`config.mk`:
```
export PLATFORM = sky130hd
export DESIGN_NAME = canvas_write_sequencer
export DESIGN_NICKNAME = d
export VERILOG_FILES = /design/src/rtl/canvas_write_sequencer.sv
export SDC_FILE = /design/constraint.sdc
export NUM_CORES = 1
export LEC_CHECK = 0
export ABC_AREA = 1
export BUFFER_PORTS_ARGS = -buffer_cell sky130_fd_sc_hd__buf_2
export CELL_PAD_IN_SITES_DETAIL_PLACEMENT = 2
export CELL_PAD_IN_SITES_GLOBAL_PLACEMENT = 2
export CORE_MARGIN = 2
export CORE_UTILIZATION = 23
export DETAILED_ROUTE_END_ITERATION = 6
export HOLD_SLACK_MARGIN = 0.03
export PLACE_DENSITY_LB_ADDON = 0.08
export RECOVER_POWER = 50
export SKIP_LAST_GASP = 1
export SYNTH_ARGS = -nofsm -noshare
export SYNTH_HDL_FRONTEND = slang
export SYNTH_SLANG_ARGS = --single-unit
```
`constraint.sdc`:
```
create_clock -name clk -period 2.8 [get_ports clk]
set_input_delay 0.56 -clock clk [delete_from_list [all_inputs] [get_ports clk]]
set_output_delay 0.56 -clock clk [all_outputs]
set_load 0.03 [all_outputs]
```
`src/rtl/canvas_write_sequencer.sv`:
```
// Sole writer of the canvas framebuffer: sequences brush stamps and full-canvas clears
// into one registered write per clock, with clear taking priority over new stamps.
module canvas_write_sequencer #(
  parameter int unsigned CANVAS_W   = 160,
  parameter int unsigned CANVAS_H   = 120,
  parameter int unsigned X_W        = 8,
  parameter int unsigned Y_W        = 7,
  parameter int unsigned ADDR_W     = 15,
  parameter logic [2:0]  ERASE_CODE = 3'd6
) (
  input  logic              clk,
  input  logic              reset_n,
  input  logic              paint_valid,
  output logic              paint_ready,
  input  logic [X_W-1:0]    paint_x,
  input  logic [Y_W-1:0]    paint_y,
  input  logic [2:0]        paint_color,
  input  logic [1:0]        paint_size,
  input  logic              clear_req,
  output logic              busy,
  output logic              clear_done,
  output logic              fb_we,
  output logic [ADDR_W-1:0] fb_addr,
  output logic [2:0]        fb_wdata
);

  localparam logic [ADDR_W-1:0] LastAddr = ADDR_W'(CANVAS_W * CANVAS_H - 1);
  localparam logic [X_W:0]      XLimit   = (X_W + 1)'(CANVAS_W);
  localparam logic [Y_W:0]      YLimit   = (Y_W + 1)'(CANVAS_H);

  typedef enum logic [1:0] {StIdle, StPaint, StClear} state_e;

  state_e              state_q, state_d;
  logic                pending_q, pending_d;
  logic [X_W-1:0]      px_q, px_d;
  logic [Y_W-1:0]      py_q, py_d;
  logic [2:0]          color_q, color_d;
  logic [1:0]          size_q, size_d;
  logic [1:0]          dx_q, dx_d;
  logic [1:0]          dy_q, dy_d;
  logic [ADDR_W-1:0]   cnt_q, cnt_d;
  logic                we_q, we_d;
  logic [ADDR_W-1:0]   addr_q, addr_d;
  logic [2:0]          wdata_q, wdata_d;
  logic                done_q, done_d;

  // One extra bit on each sum so stamps near the far edge clip instead of wrapping.
  logic [X_W:0]        sum_x;
  logic [Y_W:0]        sum_y;
  logic                in_bounds;
  logic [ADDR_W-1:0]   pix_addr;

  assign sum_x     = {1'b0, px_q} + (X_W + 1)'(dx_q);
  assign sum_y     = {1'b0, py_q} + (Y_W + 1)'(dy_q);
  assign in_bounds = (sum_x < XLimit) && (sum_y < YLimit);
  assign pix_addr  = ADDR_W'(sum_y) * ADDR_W'(CANVAS_W) + ADDR_W'(sum_x);

  assign busy        = (state_q != StIdle);
  assign paint_ready = (state_q == StIdle) & ~clear_req & ~pending_q;
  assign fb_we       = we_q;
  assign fb_addr     = addr_q;
  assign fb_wdata    = wdata_q;
  assign clear_done  = done_q;

  always_comb begin
    state_d   = state_q;
    pending_d = pending_q;
    px_d      = px_q;
    py_d      = py_q;
    color_d   = color_q;
    size_d    = size_q;
    dx_d      = dx_q;
    dy_d      = dy_q;
    cnt_d     = cnt_q;
    we_d      = 1'b0;
    addr_d    = addr_q;
    wdata_d   = wdata_q;
    done_d    = 1'b0;

    unique case (state_q)
      StIdle: begin
        if (clear_req || pending_q) begin
          state_d   = StClear;
          pending_d = 1'b0;
          cnt_d     = '0;
        end else if (paint_valid) begin
          state_d = StPaint;
          px_d    = paint_x;
          py_d    = paint_y;
          color_d = paint_color;
          size_d  = paint_size;
          dx_d    = 2'd0;
          dy_d    = 2'd0;
        end
      end
      StPaint: begin
        if (clear_req) pending_d = 1'b1;
        we_d    = in_bounds;
        addr_d  = pix_addr;
        wdata_d = color_q;
        if (dx_q == size_q) begin
          dx_d = 2'd0;
          if (dy_q == size_q) begin
            // A clear queued during the stamp starts straight away, no idle gap.
            if (pending_q || clear_req) begin
              state_d   = StClear;
              pending_d = 1'b0;
              cnt_d     = '0;
            end else begin
              state_d = StIdle;
            end
          end else begin
            dy_d = dy_q + 2'd1;
          end
        end else begin
          dx_d = dx_q + 2'd1;
        end
      end
      StClear: begin
        we_d    = 1'b1;
        addr_d  = cnt_q;
        wdata_d = ERASE_CODE;
        cnt_d   = cnt_q + ADDR_W'(1);
        if (cnt_q == LastAddr) begin
          done_d  = 1'b1;
          state_d = StIdle;
        end
      end
      default: state_d = StIdle;
    endcase
  end

  always_ff @(posedge clk) begin
    if (!reset_n) begin
      state_q   <= StIdle;
      pending_q <= 1'b0;
      px_q      <= '0;
      py_q      <= '0;
      color_q   <= '0;
      size_q    <= '0;
      dx_q      <= '0;
      dy_q      <= '0;
      cnt_q     <= '0;
      we_q      <= 1'b0;
      addr_q    <= '0;
      wdata_q   <= '0;
      done_q    <= 1'b0;
    end else begin
      state_q   <= state_d;
      pending_q <= pending_d;
      px_q      <= px_d;
      py_q      <= py_d;
      color_q   <= color_d;
      size_q    <= size_d;
      dx_q      <= dx_d;
      dy_q      <= dy_d;
      cnt_q     <= cnt_d;
      we_q      <= we_d;
      addr_q    <= addr_d;
      wdata_q   <= wdata_d;
      done_q    <= done_d;
    end
  end

endmodule

```
# Word level (Yosys, flattened, before mapping)
# Cells that the tools add are included.
# Widths: inputs -> output; s select.
[classes] addsub=6 mul=1 magnitude_cmp=2 eq_ne=13 muxes=28 bitwise_logic=5 n_reduce_logical=14
[op_table] op="$mux 15" n=3
[op_table] op="$pmux 15 s3" n=1
[op_table] op="$pmux 15 s2" n=1
[op_table] op="$mux 2" n=11
[op_table] op="$add 15x1->15 const B" n=1
[op_table] op="$add 15x9->15" n=1
[op_table] op="$eq 15x15->1 const B" n=1
[op_table] op="$ne 2x2->1 const B" n=6
[op_table] op="$mul 8x3->10 const B" n=1
[op_table] op="$add 8x2->9" n=1
[op_table] op="$lt 9x8->1 const B" n=1
[op_table] op="$reduce_and 3->1" n=3
[op_table] op="$add 7x2->8" n=1
[op_table] op="$lt 8x7->1 const B" n=1
[op_table] op="$pmux 2 s2" n=2
[op_table] op="$mux 1" n=6
[op_table] op="$pmux 2 s3" n=1
[op_table] op="$pmux 3 s2" n=1
[op_table] op="$reduce_bool 2->1" n=3
[op_table] op="$reduce_and 5->1" n=1
[op_table] op="$add 2x1->2 const B" n=2
[op_table] op="$eq 2x2->1" n=2
[op_table] op="$pmux 1 s2" n=2
[op_table] op="$reduce_and 2->1" n=2
[op_table] op="11 further kinds" n=14
[word_totals] regBits=62 inputBits=24 out_inout_bits=22 wordCells=82

# Logic depth before layout (Yosys ltp)
[depth] depth_word=5 depth_mapped=22 mapped_depth_nobuf=22

# Least setup slack after synthesis
# No wires, ideal clock.
[synth_path] kind="register to register" startpoint="register dy_q[1]" endpoint="register addr_q[13] (netlist: fb_addr[13])" setup_time_ns=0.132 arrival_time_ns=2.741 required_ns=2.668 path_slack_ns=-0.073 stages_incl_launch_ff=15 n_path_buf=0 period_less_slack_ns=2.873 path_cell_list="dfxtp_1 ha_1 nand2_1 a21oi_1 xor2_1 ha_1 ha_1 inv_1 fa_1 nor2_2 nand3_1 o21ai_0 nand2_1 o21ai_0 a21oi_1"
[synth_via] elab_chain_cells=4
[synth_lines] element="start: declaration" line="40" rtl="logic [1:0] dy_q, dy_d;"
[synth_lines] element="start signal: assignment" line="156" rtl="dy_q <= dy_d;"
[synth_lines] element="$add 7x2->8" line="54" rtl="assign sum_y = {1'b0, py_q} + (Y_W + 1)'(dy_q);"
[synth_lines] element="$mul 8x3->10" line="56" rtl="assign pix_addr = ADDR_W'(sum_y) * ADDR_W'(CANVAS_W) + ADDR_W'(sum_x);"
[synth_lines] element="$add 15x9->15" line="56"
[synth_lines] element="$pmux 15 s2" line="80" rtl="unique case (state_q)"
[synth_lines] element="end signal: assignment" line="159" rtl="addr_q <= addr_d;"
[synth_lines] element="end: declaration" line="43" rtl="logic [ADDR_W-1:0] addr_q, addr_d;"
# Every way passes these cells.
# A chain may end at the register's enable or synchronous reset.

# Worst setup path in the final report
[layout_path] startpoint="register dy_q[0]" endpoint="register addr_q[12] (netlist: fb_addr[12])"
# The elaborated chain is that of the path after synthesis.

==> impl_metrics.tcl <==
set metrics [dict create \
    outcome "complete, but fails checks" \
    violations "negative setup slack" \
    rsz0062_at_grt "true" \
    ys_seq_area_share_pct 32.8 \
    synthCells 547 \
    vias 3916 \
    synth.avg_cell_area_um2 6.91 \
    antenna_cells 0 \
    die_h_um 132 \
    dpl_cell_area_um2 4510 \
    final_cell_area_um2 5230 \
    setup_viol 5 \
    h-tree-depth 3 \
    area_growth_pct 38.4 \
    clockBufferDepth 2 \
    crit_type "reg2reg" \
    final_net_count 678 \
    hp-class "in2reg" \
    die-area_um2 17500 \
    skew_ns 0.00669 \
    grt_pass1_wl_mm 22.4 \
    routedWlPerCell_um 16.1 \
    worst-r2r-setup-slack_ns -0.09 \
    globalRouteMet3Util_pct 3.15 \
    multi_input_area_um2 2530 \
    initial_core_util_pct 23.6 \
    syn_nets 597 \
    dp_cells 829 \
    required_ns 3.06 \
    worstPathMaxFanout 3 \
    fp-row-count 46 \
    synth_edf_count 0 \
    antenna_left 0 \
    fill_cells 1925 \
    final_cell_mix "nand2_1 (79), inv_1 (65), dfxtp_1 (55)" \
    tritoncts "yes" \
    ys_types 39 \
    clkLatencyLatePin_ns 0.33 \
    drc 0 \
    leakagePower_uw 0.00214 \
    grt_util_all_layers_pct 16.0 \
    maxSlewViolCount 0 \
    regArea_um2 1250 \
    instances_no_fill 848 \
    use_met1_pct 19.7 \
    grt_max_degree 35 \
    cp-start-kind "flop" \
    final_common_cell "nand2_1" \
    top_usage_layer "met2" \
    finalCriticalPeriod_ns 2.89 \
    hold_viol 0 \
    setup_ws_ns -0.0912 \
    place.gp.congestion 0.759 \
    min_period_over_period_pct 103 \
    drive_gt1_share_pct 28.3 \
    crit_arrival_ns 3.15 \
    fmax_mhz 346 \
    clockRootBuffer "clkbuf_16" \
    synthArstFlopShare_pct 0 \
    clk_pin_slew_ns 0.06 \
    core_area_um2 16000 \
    final_core_util_pct 32.7 \
    die_w_um 132 \
    ys.flop_type "dfxtp_1" \
    ys_warn_count 0 \
    vdd_ir_drop_max_mv 0.315 \
    portBuffers 45 \
    antenna_found_initial 0 \
    ioPinCount 46 \
    power_density_nw_per_um2 694 \
    tightest_slew_ns 0.656 \
    dr.pass1.iters 4 \
    grt_use_met2_pct 28.3 \
    maxCapViolations 0 \
    place_hpwl_mm 10.4 \
    drtIter0Drc 108 \
    end_kind "flop" \
    via_per_inst 4.62 \
    grt_pass1_vias 4411 \
    syn-cell-area_um2 3780 \
    cts_buffers 9 \
    slew_headroom_pct 56.2 \
    hold_buffers 0 \
    timing.hold.ws_ns 0.455 \
    drt-total-wl_mm 13.6 \
    grt.overflow.total 0 \
    ys_ff_latch 62 \
    cts.sinks 62 \
]
critical path: stages (launching register included):
cell and delay [ns]:
dfxtp_2 0.33, ha_4 0.16, fa_2 0.37, nand2_4 0.09
inv_4 0.05, nand2_2 0.06, xor2_2 0.17, inv_2 0.07
nor2_2 0.10, nor2_2 0.06, inv_2 0.08, fa_2 0.47
nor2_4 0.13, nand3_2 0.11, nor2_4 0.14, nor2_2 0.05
o21ai_1 0.16, nand2_1 0.08, a21oi_2 0.12
repair_timing:
action | in CTS | in global routing
gates cloned | 0 | 0
setup buffers | 3 | 1
endpoints found under the setup margin | 6 | 7
gates resized for setup | 59 | 33
pin swaps | 21 | 30
metal layers:
metal / vias to the layer above / part of all wire [%]
met5: - / 0
met4: 0 / 1.4
met3: 13 / 2.1
met2: 45 / 50
met1: 1893 / 47
li1: 1965 / -
cells in the mapped netlist (3+ instances only):
cell / n / share of area [%]
a21oi_1: 61 / 8.1
a31oi_1: 4 / 0.66
buf_1: 3 / 0.30
clkbuf_1: 12 / 1.2
dfxtp_1: 62 / 33
fa_1: 4 / 2.1
ha_1: 22 / 7.3
inv_1: 74 / 7.3
nand2_1: 91 / 9.0
nand3_1: 38 / 5.0
nand3b_1: 3 / 0.60
nand4_1: 7 / 1.2
nor2_1: 53 / 5.3
nor2_2: 5 / 0.83
nor3_1: 20 / 2.6
o211ai_1: 8 / 1.6
o21ai_0: 41 / 5.4
xor2_1: 12 / 2.8
metrics by stage:
stage	setup slack, ns	setup TNS (ns)	total power [µW]
3_3_place_gp	-0.178	-0.643	2180
3_5_place_dp	-0.346	-1.27	2200
2_1_floorplan	0.0284	0	1790
4_1_cts	-0.158	-0.531	3680
5_1_grt	-0.317	-1.26	3860
6_report	-0.0912	-0.285	3630
final timing paths:
path                            cells after the start         from     endpoint
worst max register to register                     18      dy_q[0]  fb_addr[12]
worst min register to register                      2  fb_addr[10]  fb_addr[10]
worst min-delay path                                3   paint_x[0]      px_q[0]
worst max-delay path                               18      dy_q[0]  fb_addr[12]
sequential cells by signal, indices dropped and copies added (netlist names), 3 cells and up:
register	count
cnt_q	15
color_q	3
fb_addr	15
fb_wdata	3
px_q	8
py_q	7
where the power goes:
part	internal [µW]	switching (µW)
clock network	938	421
registers	1000	88.4
logic	393	790
total	2330	1300
final cells by class:
| class | instances | area share [%] |
|---|---|---|
| multi-input cells | 389 | 48.4 |
| flip-flops and latches | 62 | 23.9 |
| repair buffers | 89 | 10.1 |
| inverters | 77 | 5.57 |
| well taps | 216 | 5.16 |
| clock buffers | 12 | 5.09 |
| clock inverters | 3 | 1.72 |
cell families after synthesis:
logic type | after synthesis | synth area share [%]
compound gates | 124 | 18.1
xor+xnor | 13 | 3.01
fa+ha+maj | 26 | 9.39
buf+inv | 96 | 9.99
flops | 62 | 32.8
simple gates | 226 | 26.7
Note: power is estimated with default switching activity, not from simulation.
